**config.mk**
```make
export PLATFORM = sky130hd
export DESIGN_NAME = maze_ram_arbiter_flat
export DESIGN_NICKNAME = d
export VERILOG_FILES = /design/src/rtl/maze_ram_arbiter_if.sv /design/src/rtl/maze_ram_arbiter.sv /design/src/flat_wrapper.sv
export SDC_FILE = /design/constraint.sdc
export NUM_CORES = 1
export LEC_CHECK = 0
export BUFFER_PORTS_ARGS = -buffer_cell sky130_fd_sc_hd__buf_2
export CAP_MARGIN = 20
export CORE_AREA = 2 2 70 72
export DETAILED_ROUTE_END_ITERATION = 6
export DIE_AREA = 0 0 72 74
export PLACE_DENSITY = 0.75
export SETUP_SLACK_MARGIN = 0.15
export SLEW_MARGIN = 15
export SYNTH_ARGS = -nofsm -noshare
export SYNTH_HDL_FRONTEND = slang
export SYNTH_SLANG_ARGS = --single-unit
```
**constraint.sdc**
```tcl
create_clock -name clk -period 1.23 [get_ports clk]
set_clock_uncertainty 0.1 [all_clocks]
set_input_delay 0.1845 -clock clk [delete_from_list [all_inputs] [get_ports clk]]
set_output_delay 0.1845 -clock clk [all_outputs]
set_load 0.01 [all_outputs]
```
**src/rtl/maze_ram_arbiter_if.sv**
```systemverilog
// Bundle of the two requester ports and the shared RAM port around the maze RAM arbiter.
// The slave modport is the arbiter's view. The master modport is the requesters' and RAM's view.
// Widths follow the RAM geometry: ADDR_W address bits and DATA_W data bits.
interface maze_ram_arbiter_if #(
    parameter int unsigned ADDR_W = 9,
    parameter int unsigned DATA_W = 16
);
    // display requester (read-only)
    logic              disp_req;
    logic [ADDR_W-1:0] disp_addr;
    logic              disp_gnt;
    logic              disp_rvalid;
    logic [DATA_W-1:0] disp_rdata;
    // game-logic requester (read or write)
    logic              game_req;
    logic              game_we;
    logic [ADDR_W-1:0] game_addr;
    logic [DATA_W-1:0] game_din;
    logic              game_gnt;
    logic              game_rvalid;
    logic [DATA_W-1:0] game_rdata;
    // shared RAM port
    logic              ram_we;
    logic [ADDR_W-1:0] ram_addr;
    logic [DATA_W-1:0] ram_din;
    logic [DATA_W-1:0] ram_dout;

    modport slave (
        input  disp_req, disp_addr,
        input  game_req, game_we, game_addr, game_din,
        input  ram_dout,
        output disp_gnt, disp_rvalid, disp_rdata,
        output game_gnt, game_rvalid, game_rdata,
        output ram_we, ram_addr, ram_din
    );

    modport master (
        output disp_req, disp_addr,
        output game_req, game_we, game_addr, game_din,
        output ram_dout,
        input  disp_gnt, disp_rvalid, disp_rdata,
        input  game_gnt, game_rvalid, game_rdata,
        input  ram_we, ram_addr, ram_din
    );
endinterface

```
**src/rtl/maze_ram_arbiter.sv**
```systemverilog
// Shares one maze RAM port between the display (read, priority) and the game logic (read/write, starvation-protected).
// Latency: gnt and the RAM command appear one cycle after req is sampled; rvalid follows RD_LAT cycles after gnt.
// Backpressure: a requester holds req and its fields until it sees gnt. One command is issued per cycle at most.
module maze_ram_arbiter #(
    parameter int unsigned ADDR_W     = 9,
    parameter int unsigned DATA_W     = 16,
    parameter int unsigned RD_LAT     = 1,
    parameter int unsigned STARVE_LIM = 4
) (
    input logic                clk,
    input logic                rst_n,
    maze_ram_arbiter_if.slave  bus_if
);
    localparam int unsigned CNT_W = $clog2(STARVE_LIM + 1);

    logic [CNT_W-1:0]  r_wait_cnt;
    logic              r_disp_gnt;
    logic              r_game_gnt;
    logic              r_ram_we;
    logic [ADDR_W-1:0] r_ram_addr;
    logic [DATA_W-1:0] r_ram_din;
    // One bit per pipe stage and owner. A bit is set only for read commands.
    // Each stage therefore holds at most one owner, so the rvalid outputs are one-hot by construction.
    logic [RD_LAT-1:0] r_pipe_disp;
    logic [RD_LAT-1:0] r_pipe_game;

    logic w_starved;
    logic w_game_win;
    logic w_disp_win;

    // Display has priority unless the game has lost STARVE_LIM consecutive cycles
    assign w_starved  = (r_wait_cnt >= CNT_W'(STARVE_LIM));
    assign w_game_win = bus_if.game_req && (!bus_if.disp_req || w_starved);
    assign w_disp_win = bus_if.disp_req && !w_game_win;

    // Register the winning command. Address and data hold on idle cycles.
    always_ff @(posedge clk or negedge rst_n) begin
        if (!rst_n) begin
            r_disp_gnt <= 1'b0;
            r_game_gnt <= 1'b0;
            r_ram_we   <= 1'b0;
            r_ram_addr <= '0;
            r_ram_din  <= '0;
        end else begin
            r_disp_gnt <= w_disp_win;
            r_game_gnt <= w_game_win;
            r_ram_we   <= w_game_win && bus_if.game_we;
            if (w_game_win) begin
                r_ram_addr <= bus_if.game_addr;
                r_ram_din  <= bus_if.game_din;
            end else if (w_disp_win) begin
                r_ram_addr <= bus_if.disp_addr;
            end
        end
    end

    // Count consecutive cycles the game is pending and loses. The counter saturates.
    always_ff @(posedge clk or negedge rst_n) begin
        if (!rst_n) begin
            r_wait_cnt <= '0;
        end else if (bus_if.game_req && !w_game_win) begin
            if (r_wait_cnt != '1) begin
                r_wait_cnt <= r_wait_cnt + CNT_W'(1);
            end
        end else begin
            r_wait_cnt <= '0;
        end
    end

    // Track each issued read through the RAM latency so its data returns to the owner
    always_ff @(posedge clk or negedge rst_n) begin
        if (!rst_n) begin
            r_pipe_disp <= '0;
            r_pipe_game <= '0;
        end else begin
            r_pipe_disp[0] <= r_disp_gnt;
            r_pipe_game[0] <= r_game_gnt && !r_ram_we;
            for (int i = 1; i < int'(RD_LAT); i++) begin
                r_pipe_disp[i] <= r_pipe_disp[i-1];
                r_pipe_game[i] <= r_pipe_game[i-1];
            end
        end
    end

    assign bus_if.disp_gnt    = r_disp_gnt;
    assign bus_if.game_gnt    = r_game_gnt;
    assign bus_if.ram_we      = r_ram_we;
    assign bus_if.ram_addr    = r_ram_addr;
    assign bus_if.ram_din     = r_ram_din;
    assign bus_if.disp_rvalid = r_pipe_disp[RD_LAT-1];
    assign bus_if.game_rvalid = r_pipe_game[RD_LAT-1];
    assign bus_if.disp_rdata  = bus_if.ram_dout;
    assign bus_if.game_rdata  = bus_if.ram_dout;
endmodule

```
**src/flat_wrapper.sv**
```systemverilog
// flat-port wrapper written by rule: the top's interface ports become plain ports
module maze_ram_arbiter_flat 
#(
    parameter int unsigned ADDR_W     = 9,
    parameter int unsigned DATA_W     = 16,
    parameter int unsigned RD_LAT     = 1,
    parameter int unsigned STARVE_LIM = 4
)
  (clk, rst_n, bus_if_disp_req, bus_if_disp_addr, bus_if_game_req, bus_if_game_we, bus_if_game_addr, bus_if_game_din, bus_if_ram_dout, bus_if_disp_gnt, bus_if_disp_rvalid, bus_if_disp_rdata, bus_if_game_gnt, bus_if_game_rvalid, bus_if_game_rdata, bus_if_ram_we, bus_if_ram_addr, bus_if_ram_din);
  maze_ram_arbiter_if #(.ADDR_W(ADDR_W), .DATA_W(DATA_W)) bus_if_i ();
  input logic clk;
  input logic rst_n;
  input wire logic [$bits(bus_if_i.disp_req)-1:0] bus_if_disp_req;
  input wire logic [$bits(bus_if_i.disp_addr)-1:0] bus_if_disp_addr;
  input wire logic [$bits(bus_if_i.game_req)-1:0] bus_if_game_req;
  input wire logic [$bits(bus_if_i.game_we)-1:0] bus_if_game_we;
  input wire logic [$bits(bus_if_i.game_addr)-1:0] bus_if_game_addr;
  input wire logic [$bits(bus_if_i.game_din)-1:0] bus_if_game_din;
  input wire logic [$bits(bus_if_i.ram_dout)-1:0] bus_if_ram_dout;
  output wire logic [$bits(bus_if_i.disp_gnt)-1:0] bus_if_disp_gnt;
  output wire logic [$bits(bus_if_i.disp_rvalid)-1:0] bus_if_disp_rvalid;
  output wire logic [$bits(bus_if_i.disp_rdata)-1:0] bus_if_disp_rdata;
  output wire logic [$bits(bus_if_i.game_gnt)-1:0] bus_if_game_gnt;
  output wire logic [$bits(bus_if_i.game_rvalid)-1:0] bus_if_game_rvalid;
  output wire logic [$bits(bus_if_i.game_rdata)-1:0] bus_if_game_rdata;
  output wire logic [$bits(bus_if_i.ram_we)-1:0] bus_if_ram_we;
  output wire logic [$bits(bus_if_i.ram_addr)-1:0] bus_if_ram_addr;
  output wire logic [$bits(bus_if_i.ram_din)-1:0] bus_if_ram_din;
  assign bus_if_i.disp_req = bus_if_disp_req;
  assign bus_if_i.disp_addr = bus_if_disp_addr;
  assign bus_if_i.game_req = bus_if_game_req;
  assign bus_if_i.game_we = bus_if_game_we;
  assign bus_if_i.game_addr = bus_if_game_addr;
  assign bus_if_i.game_din = bus_if_game_din;
  assign bus_if_i.ram_dout = bus_if_ram_dout;
  assign bus_if_disp_gnt = bus_if_i.disp_gnt;
  assign bus_if_disp_rvalid = bus_if_i.disp_rvalid;
  assign bus_if_disp_rdata = bus_if_i.disp_rdata;
  assign bus_if_game_gnt = bus_if_i.game_gnt;
  assign bus_if_game_rvalid = bus_if_i.game_rvalid;
  assign bus_if_game_rdata = bus_if_i.game_rdata;
  assign bus_if_ram_we = bus_if_i.ram_we;
  assign bus_if_ram_addr = bus_if_i.ram_addr;
  assign bus_if_ram_din = bus_if_i.ram_din;
  maze_ram_arbiter #(.ADDR_W(ADDR_W), .DATA_W(DATA_W), .RD_LAT(RD_LAT), .STARVE_LIM(STARVE_LIM)) u_core (.clk(clk), .rst_n(rst_n), .bus_if(bus_if_i));
endmodule
```
==> reports/qor.yml, run 1 <==
outcome: "finished, violations left"
violations: "setup timing"
antennaDiodeCount: 0
cp.arrival_ns: 1.35
vias: 1177
placement.io_buffers: 68
ys_top_cells_by_count: "buf_4 (34), dfrtp_1 (33), mux2_4 (10)"
cts_sinks: 33
worstHoldStart: "bus_if_game_we"
fill_cells: 415
crit_type: "flip-flop to flip-flop"
cts_buffers: 5
synth_edf_count: 0
fin_nets: 245
peakVddDrop_v: 0.0003841
hold_end: "u_core.bus_if.ram_we$_DFF_PN0_"
power_density_nw_per_um2: 1226
fmax_mhz: 777.1
ant_nets: 0
rr_endpoint: "u_core.bus_if.ram_din[4]$_DFFE_PN0P_"
core_area_sq_um: 4598
clkSlewWorstSetupHoldPaths_ns: 0.07
power_switching_uw: 721.4
hold_viol: 0
layoutNonFillerInstCount: 243
p_sw_share_pct: 26.54
drcViolationCount: 0
seqPwrFrac_pct: 46.7
ys_ff_latch: 33
crit_chain: "nand2b_4 > nand2_4 > mux2_4"
gp_congestion: 0.6807
firstDrtPassIters: 4
synth_largest_area_cell: "dfrtp_1"
die_area_sq_um: 5328
whs_path_depth: 2
worst_slack_ns: -0.05690
synth_nets: 180
rsz0062_at_grt: "true"
path_max_fanout: 5
overflow: 0
antenna_found_initial: 0
yosys_warnings: 0
setup_viol: 25
synth_seq_area_share_pct: 49.96
p_total_mw: 2.718
syn_area_per_cell_sq_um: 13.44
ys.flop_type: "dfrtp_1"
timing.final.crit_share_pct: 104.6
relSlewSlack_pct: 73.11
post_drt_via_cell_ratio: 4.844
initial_core_util_pct: 35.95
area_delta_synth_final_pct: 34.14
power.internal_mw: 1.997
r2r-start: "u_core.r_wait_cnt[2]$_DFFE_PN0P_"
dp_hpwl_mm: 2.443
root_buffer: "clkbuf_8"
cp_slowest_cell: "dfrtp_1"
tritoncts: "built"
wirelength_mm: 3.722
dieHeight_um: 74
critPathMaxStageDelay_ns: 0.38
cp_data_required_time_ns: 1.29
top_level_ports: 117
grt_pass1_vias: 1088
clkPwrFrac_pct: 28.2
synth_top_area_share_pct: 49.96
grt_pass1_wl_mm: 4.961
end_kind: "flip-flop"
post_drt_wl_per_cell_um: 15.32
synthTopCellsByArea: "dfrtp_1 (50%), buf_4 (15%), mux2_4 (9.1%)"
cp-start-kind: "flip-flop"
combPwrFrac_pct: 25.2
synth_area_sq_um: 1653
die_w_um: 72
min_path_type: "primary input to flip-flop"
cap_violations: 0
r2r_setup_slack_ns: -0.06
leakage_nw: 1.146
rr_worst_depth: 3
place_inst: 217
drv_slew: 0
drive_gt1_share_pct: 70.37
rows: 25
grtUsageTotal_pct: 12.35
h-tree-depth: 2
syn_inst: 123
finalCriticalPeriod_ns: 1.287
grt_max_degree: 34
utilization_pct: 48.22
clock_latency_ns: 0.28
async_flop_share_pct: 100.0
worst_slew_pin_slew_ns: 0.4034
cts_buffer_depth: 2
drt-initial-drc-count: 47
synth_cell_type_count: 22
yosysMostFrequentCell: "buf_4"
cells by family after synthesis:
family | count (synthesis) | share of synthesized area [%]
buffers and inverters | 38 | 17.79
adder cells (fa/ha/maj) | 2 | 1.514
XOR/XNOR | 1 | 0.5300
multiplexers | 17 | 13.78
AO/OA/AOI/OAI | 13 | 8.251
flip-flops | 33 | 49.96
AND/OR/NAND/NOR | 19 | 8.176
final cells by class:
cell class                      instances  area [sq um]  share of cell area [%]
Clock inverter                          3         17.52                  0.7901
Sequential cell                        33         825.8                   37.25
Inverter                                2         7.507                  0.3386
Tap cell                               54         67.56                   3.047
Timing Repair Buffer                   91         526.8                   23.76
Multi-Input combinational cell         55         703.2                   31.72
Clock buffer                            5         68.82                   3.104
sequential cells by signal (all words and copies together) (netlist names):
signal	flops
u_core.bus_if.ram_din	16
u_core.bus_if.game_rvalid	1
u_core.bus_if.ram_we	1
u_core.r_wait_cnt	3
u_core.bus_if.disp_rvalid	1
u_core.bus_if.disp_gnt	1
u_core.bus_if.ram_addr	9
u_core.bus_if.game_gnt	1
worst max-delay path, delay by kind of cell, from the launching register on:
| kind | cells | cell delay (ns) |
|---|---|---|
| flip-flops | 1 | 0.38 |
| multiplexers | 1 | 0.31 |
| AND/OR/NAND/NOR | 2 | 0.37 |
power by group through the flow:
stage | clock network (mW) | logic [mW] | registers [mW]
global placement | 0 | 0.531 | 1.28
CTS | 0.789 | 0.579 | 1.26
finish | 0.765 | 0.684 | 1.27
detailed placement | 0 | 0.536 | 1.29
floorplan | 0 | 0.342 | 1.34
global route | 0.841 | 0.733 | 1.28
timing repair:
action	CTS	global route
setup endpoints to repair	49	59
cloned	1	2
hold buffers	1	0
pin swaps	2	8
gates resized for setup	4	14
buffers inserted	5	9
endpoints found under the hold margin	33	0
worst max-delay path by stage:
stage / from / to
floorplan: u_core.r_wait_cnt[2]$_DFFE_PN0P_ / u_core.bus_if.ram_din[0]$_DFFE_PN0P_
global placement: u_core.r_wait_cnt[2]$_DFFE_PN0P_ / u_core.bus_if.ram_addr[8]$_DFFE_PN0P_
detailed placement: u_core.r_wait_cnt[2]$_DFFE_PN0P_ / u_core.bus_if.ram_addr[4]$_DFFE_PN0P_
CTS: u_core.r_wait_cnt[2]$_DFFE_PN0P_ / u_core.bus_if.ram_din[7]$_DFFE_PN0P_
global route: u_core.r_wait_cnt[2]$_DFFE_PN0P_ / u_core.bus_if.ram_addr[0]$_DFFE_PN0P_
finish: u_core.r_wait_cnt[2]$_DFFE_PN0P_ / u_core.bus_if.ram_din[4]$_DFFE_PN0P_
layout by cell type (no fill, tap or decap), types with 4 or more instances in the layout:
| cell | netlist | routed |
|---|---|---|
| buf_2 | 0 | 68 |
| dfrtp_1 | 33 | 33 |
| nor2b_1 | 5 | 5 |
| mux2_4 | 10 | 16 |
| buf_4 | 34 | 20 |
| clkbuf_8 | 0 | 5 |
| a211o_1 | 4 | 4 |
| o221a_4 | 0 | 9 |
| or3_1 | 5 | 5 |
routing by layer:
| metal | routed length [um] | vias up | GRT usage [%] |
|---|---|---|---|
| li1 | - | 532 | - |
| met1 | 1435 | 568 | 14.10 |
| met2 | 1920 | 65 | 21.09 |
| met3 | 319 | 12 | 5.149 |
| met4 | 46 | 0 | 4.193 |
| met5 | 0 | - | 0 |
per-stage QoR:
step                setup slack, ns  hold slack (ns)  setup TNS [ns]  area, sq um
finish                     -0.05690          0.04067         -0.9914         2217
global route               -0.09158          0.03138          -1.983         2217
CTS                        -0.04701          0.03478         -0.6589         2056
detailed placement         -0.05990           0.1348         -0.6553         1886
global placement           -0.03359           0.1215         -0.2414         1886
floorplan                  -0.07426          -0.2111         -0.7426         1704
(Power assumes the default switching activity.)
==> run 2: changes to the inputs <==
Settings changed: RECOVER_POWER set to 50, SETUP_SLACK_MARGIN 0.15 to 0.3.
==> run 2 against run 1 <==
Compared with the run above:
- the flow still finishes with violations (setup timing)
- non-clock buffer count is 5 higher
- worst hold slack worse by 0.016 ns
- clock-buffer cell count stayed put
- total power is 2.1% higher
- critical path depth is 2 higher
- die area stayed put
- via count is 1.1% lower
- sequential cell count stayed put
- sequential power hardly changed
==> reports/qor.yml, run 2 (synthesized netlist as in run 1, its figures left out) <==
power_switching_uw: 748.6
peakVddDrop_v: 0.0005072
die_w_um: 72
place_area_sq_um: 1906
core_area_sq_um: 4598
overflow: 0
ant_nets: 0
largest_register_ffs: 16
area_delta_synth_final_pct: 37.93
post_drt_wl_per_cell_um: 15.17
cts_buffers: 5
crit_type: "flip-flop to flip-flop"
outcome: "finished, violations left"
top_level_ports: 117
cp_slowest_cell: "dfrtp_1"
cts_sinks: 33
worst_slew_pin_slew_ns: 0.7208
grt_pass1_wl_mm: 5.630
mostFrequentLayoutCells: "buf_2 (66), dfrtp_1 (33), buf_4 (22), mux2_4 (16), o221a_4 (9)"
vias: 1164
p_sw_share_pct: 26.97
cts_buffer_depth: 2
dp_hpwl_mm: 2.507
drt-initial-drc-count: 43
post_drt_via_cell_ratio: 4.713
violations: "setup timing"
drv_slew: 0
dieHeight_um: 74
die_area_sq_um: 5328
stdcell_area_sq_um: 2280
antennaDiodeCount: 0
rsz0062_at_grt: "true"
h-tree-depth: 2
min_path_type: "primary input to flip-flop"
relSlewSlack_pct: 51.95
combPwrFrac_pct: 25.9
grt_max_degree: 23
hold_viol: 0
holdWs_ns: 0.02510
initial_core_util_pct: 35.95
rows: 25
cp.arrival_ns: 1.34
worst_slack_ns: -0.03543
power.internal_mw: 2.027
drcViolationCount: 0
clkSlewWorstSetupHoldPaths_ns: 0.07
grt_pass1_vias: 1204
antenna_found_initial: 0
crit_chain: "buf_4 > buf_6 > nand2_4 > nand2_8 > o221a_4"
placement.io_buffers: 68
path_max_fanout: 6
seqPwrFrac_pct: 45.7
gp_congestion: 0.7154
firstDrtPassIters: 4
finalCriticalPeriod_ns: 1.265
drive_gt1_share_pct: 71.50
cap_violations: 0
tritoncts: "built"
wirelength_mm: 3.748
final_common_cell: "buf_2"
cp-start-kind: "flip-flop"
end_kind: "flip-flop"
clkPwrFrac_pct: 28.4
critPathMaxStageDelay_ns: 0.38
fin_nets: 249
fmax_mhz: 790.2
cp_data_required_time_ns: 1.30
root_buffer: "clkbuf_8"
timing.final.crit_share_pct: 102.9
setup_viol: 25
leakage_nw: 1.178
power_density_nw_per_um2: 1218
fill_cells: 394
grtUsageTotal_pct: 14.05
clock_latency_ns: 0.29
-- run 2: changes by cell type in the layout (fill, tap and decap cells not counted), sizes merged --
| cell | previous run | this run |
|---|---|---|
| buf | 90 | 93 |
| nand2 | 6 | 5 |
| clkbuf | 5 | 7 |
-- run 2: layout make-up --
class / count / area [sq um] / area share (%)
multi-input cells: 54 / 706.9 / 31.01
clock buffers: 5 / 68.82 / 3.019
inverters: 2 / 7.507 / 0.3293
flip-flops and latches: 33 / 825.8 / 36.22
repair buffers: 96 / 585.6 / 25.69
clock inverters: 3 / 17.52 / 0.7684
well taps: 54 / 67.56 / 2.964
-- run 2: repair_timing --
action | 4_1_cts | 5_1_grt
endpoints found under the hold margin | 33 | 0
hold buffers | 1 | 0
buffers inserted | 12 | 6
pin swaps | 3 | 6
gates resized for setup | 11 | 12
setup endpoints to repair | 61 | 61
gates cloned | 1 | 1
-- run 2: per-layer routing --
layer | global-route usage (%) | wire (um) | vias up
li1 | - | - | 539
met1 | 16.14 | 1436 | 558
met2 | 22.22 | 1840 | 52
met3 | 6.369 | 394 | 15
met4 | 7.338 | 76 | 0
met5 | 0 | 0 | -
-- run 2: stage by stage --
step | total power, mW | setup TNS, ns | setup WS (ns) | std cells | utilization, %
global placement | 1.819 | -0.2558 | -0.03287 | 218 | 41.44
global route | 2.908 | -2.088 | -0.07955 | 247 | 49.58
floorplan | 1.682 | -0.7426 | -0.07426 | 123 | -
finish | 2.776 | -0.5547 | -0.03543 | 247 | 49.58
CTS | 2.739 | -0.3567 | -0.04560 | 240 | 46.88
detailed placement | 1.831 | -0.6427 | -0.06038 | 218 | 41.44
-- run 2: worst max-delay path, delay by kind of cell (launching register included) --
family,cells,cell delay (ns)
DFF,1,0.38
and+or+nand+nor,2,0.15
buffers and inverters,2,0.26
AOI/OAI and AO/OA,1,0.26
-- run 2: final timing paths --
kind / from / to / slack [ns] / depth (start not counted)
min reg2reg: u_core.bus_if.ram_we$_DFF_PN0_ / u_core.bus_if.game_rvalid$_DFF_PN0_ / 0.33 / 1
max in group asynchronous: rst_n / u_core.bus_if.ram_din[10]$_DFFE_PN0P_ / 0.11 / 3
max reg2reg: u_core.r_wait_cnt[2]$_DFFE_PN0P_ / u_core.bus_if.ram_addr[6]$_DFFE_PN0P_ / -0.04 / 5
min in group asynchronous: rst_n / u_core.bus_if.game_gnt$_DFF_PN0_ / 0.37 / 2
max: u_core.r_wait_cnt[2]$_DFFE_PN0P_ / u_core.bus_if.ram_addr[6]$_DFFE_PN0P_ / -0.04 / 5
min: bus_if_game_din[2] / u_core.bus_if.ram_din[2]$_DFFE_PN0P_ / 0.03 / 2
-- run 2: power by group through the flow --
stage	Sequential, mW	Clock (mW)	Combinational, mW
detailed placement	1.29	0	0.544
CTS	1.26	0.819	0.655
global placement	1.28	0	0.536
finish	1.27	0.788	0.720
floorplan	1.34	0	0.342
global route	1.28	0.853	0.775
==> run 3: changes to the inputs <==
--- a/config.mk
+++ b/config.mk
@@ -19 +19,2 @@
 export SYNTH_SLANG_ARGS = --single-unit
+export TNS_END_PERCENT = 5
==> constraint.sdc (replaced) <==
create_clock -name clk -period 1.23 [get_ports clk]
set_clock_uncertainty 0.1 [all_clocks]
set_input_delay 0.0615 -clock clk [delete_from_list [all_inputs] [get_ports clk]]
set_output_delay 0.0615 -clock clk [all_outputs]
set_load 0.01 [all_outputs]
==> run 3 against run 2 <==
Compared with the run above:
- the run ends with hold timing, setup timing left
- critical endpoint is now u_core.bus_if.ram_din[3]$_DFFE_PN0P_
- largest power group unchanged
- critical path type unchanged
- register-to-register slack is essentially flat
- critical path depth decreased by 2
- sequential power barely moved
==> reports/qor.yml, run 3 (synthesized netlist as in run 1, its figures left out) <==
outcome: "finished, violations left"
violations: "hold timing, setup timing"
rr_worst_depth: 3
relSlewSlack_pct: 75.20
crit_type: "flip-flop to flip-flop"
cp-start-kind: "flip-flop"
setup_viol: 21
clock_latency_ns: 0.28
h-tree-depth: 2
ant_nets: 0
hold_viol: 2
drcViolationCount: 0
utilization_pct: 53.12
clkSlewWorstSetupHoldPaths_ns: 0.06
grt_max_degree: 28
firstDrtPassIters: 4
cp_data_required_time_ns: 1.29
drive_gt1_share_pct: 56.80
power_density_nw_per_um2: 1120
rows: 25
rr_endpoint: "u_core.bus_if.ram_din[3]$_DFFE_PN0P_"
crit_start: "u_core.r_wait_cnt[2]$_DFFE_PN0P_"
r2r-start: "u_core.r_wait_cnt[2]$_DFFE_PN0P_"
seq_area_sq_um: 825.8
antenna_found_initial: 0
cts_buffer_depth: 2
timing.final.crit_share_pct: 102.8
leakage_nw: 1.216
r2r_setup_slack_ns: -0.03
worst_slew_pin_slew_ns: 0.3721
cts_buffers: 5
worst_slack_ns: -0.03491
core_area_sq_um: 4598
endpoint: "u_core.bus_if.ram_din[3]$_DFFE_PN0P_"
vias: 1228
overflow: 0
dieHeight_um: 74
final_common_cell: "buf_2"
antennaDiodeCount: 0
initial_core_util_pct: 35.95
dp_hpwl_mm: 2.449
min_path_type: "primary input to flip-flop"
area_delta_synth_final_pct: 47.77
largest_register_ffs: 16
drt-initial-drc-count: 49
grt_pass1_vias: 1312
rsz0062_at_grt: "true"
fmax_mhz: 790.6
layoutNonFillerInstCount: 260
post_drt_wl_per_cell_um: 16.13
fill_cells: 376
tritoncts: "built"
place_ws_ns: -0.06228
grt_pass1_wl_mm: 6.354
path_max_fanout: 5
end_kind: "flip-flop"
multi_input_area_sq_um: 693.2
finalCriticalPeriod_ns: 1.265
cts_sinks: 33
mostFrequentLayoutCells: "buf_2 (64), dfrtp_1 (33), dlygate4sd3_1 (32), mux2_4 (16), o221a_4 (9)"
placement.io_buffers: 68
post_drt_via_cell_ratio: 4.723
cp.arrival_ns: 1.32
place_inst: 217
die_w_um: 72
gp_congestion: 0.6937
root_buffer: "clkbuf_8"
holdBufCountCts: 32
die_area_sq_um: 5328
top_level_ports: 117
drv_slew: 0
fin_nets: 262
peakVddDrop_v: 0.0003729
cap_violations: 0
grtUsageTotal_pct: 15.63
holdWs_ns: -0.004929
wirelength_mm: 4.193
-- run 3: changes by cell type in the layout (fill, tap and decap cells not counted), moves of 2 or more --
cell           previous run  this run
buf_2                    66        64
dlygate4sd3_1             1        32
inv_1                     0         2
buf_4                    22         6
inv_2                     2         0
-- run 3: per-stage QoR --
step / total power, mW / setup TNS (ns) / cell area (sq um)
floorplan: 1.664 / -0.7502 / 1653
global placement: 1.794 / -0.4358 / 1847
detailed placement: 1.810 / -0.7850 / 1847
CTS: 2.733 / -0.4392 / 2437
global route: 2.876 / -1.255 / 2442
finish: 2.736 / -0.2950 / 2442
-- run 3: repair_timing --
item,4_1_cts,5_1_grt
endpoints found under the hold margin,59,2
resized for setup,24,3
buffers inserted,1,0
gates cloned,2,0
pin swaps,18,7
endpoints found under the setup margin,60,61
-- run 3: area by class of cell --
cell class	instances	share of cell area, %
inverter	2	0.3074
timing repair buffer	109	31.35
clock inverter	2	0.4098
sequential	33	33.81
multi-input combinational	54	28.38
tap	54	2.766
clock buffer	6	2.971
-- run 3: worst max-delay path: stages (launching register included) --
cell	delay [ns]
dfrtp_1	0.37
nand2b_4	0.21
nand2_4	0.14
mux2_4	0.32
-- run 3: per-layer routing --
metal,wire length (um),global-route usage [%],vias to the layer above
met5,0,0,-
met4,95,6.080,0
met3,332,4.607,19
met2,2198,29.53,62
met1,1566,16.38,583
li1,-,-,564
-- run 3: worst min path at each step --
stage,endpoint,cells past startpoint,slack [ns],start
after global placement,u_core.bus_if.game_rvalid$_DFF_PN0_,1,-0.19,rst_n
final,u_core.bus_if.ram_addr[0]$_DFFE_PN0P_,2,-0.005,bus_if_disp_addr[0]
after floorplan,u_core.bus_if.disp_gnt$_DFF_PN0_,0,-0.33,rst_n
after CTS,u_core.bus_if.ram_addr[0]$_DFFE_PN0P_,2,-0.009,bus_if_disp_addr[0]
after detailed placement,u_core.bus_if.disp_rvalid$_DFF_PN0_,1,-0.18,rst_n
after global routing,u_core.bus_if.ram_addr[0]$_DFFE_PN0P_,2,-0.007,bus_if_disp_addr[0]
-- run 3: power breakdown --
| group | leakage (nW) | internal, mW | total [mW] | switching (mW) |
|---|---|---|---|---|
| registers | 0.394 | 1.21 | 1.27 | 0.0669 |
| logic | 0.777 | 0.422 | 0.707 | 0.285 |
| clock network | 0.0450 | 0.391 | 0.755 | 0.364 |
| total | 1.22 | 2.02 | 2.74 | 0.716 |
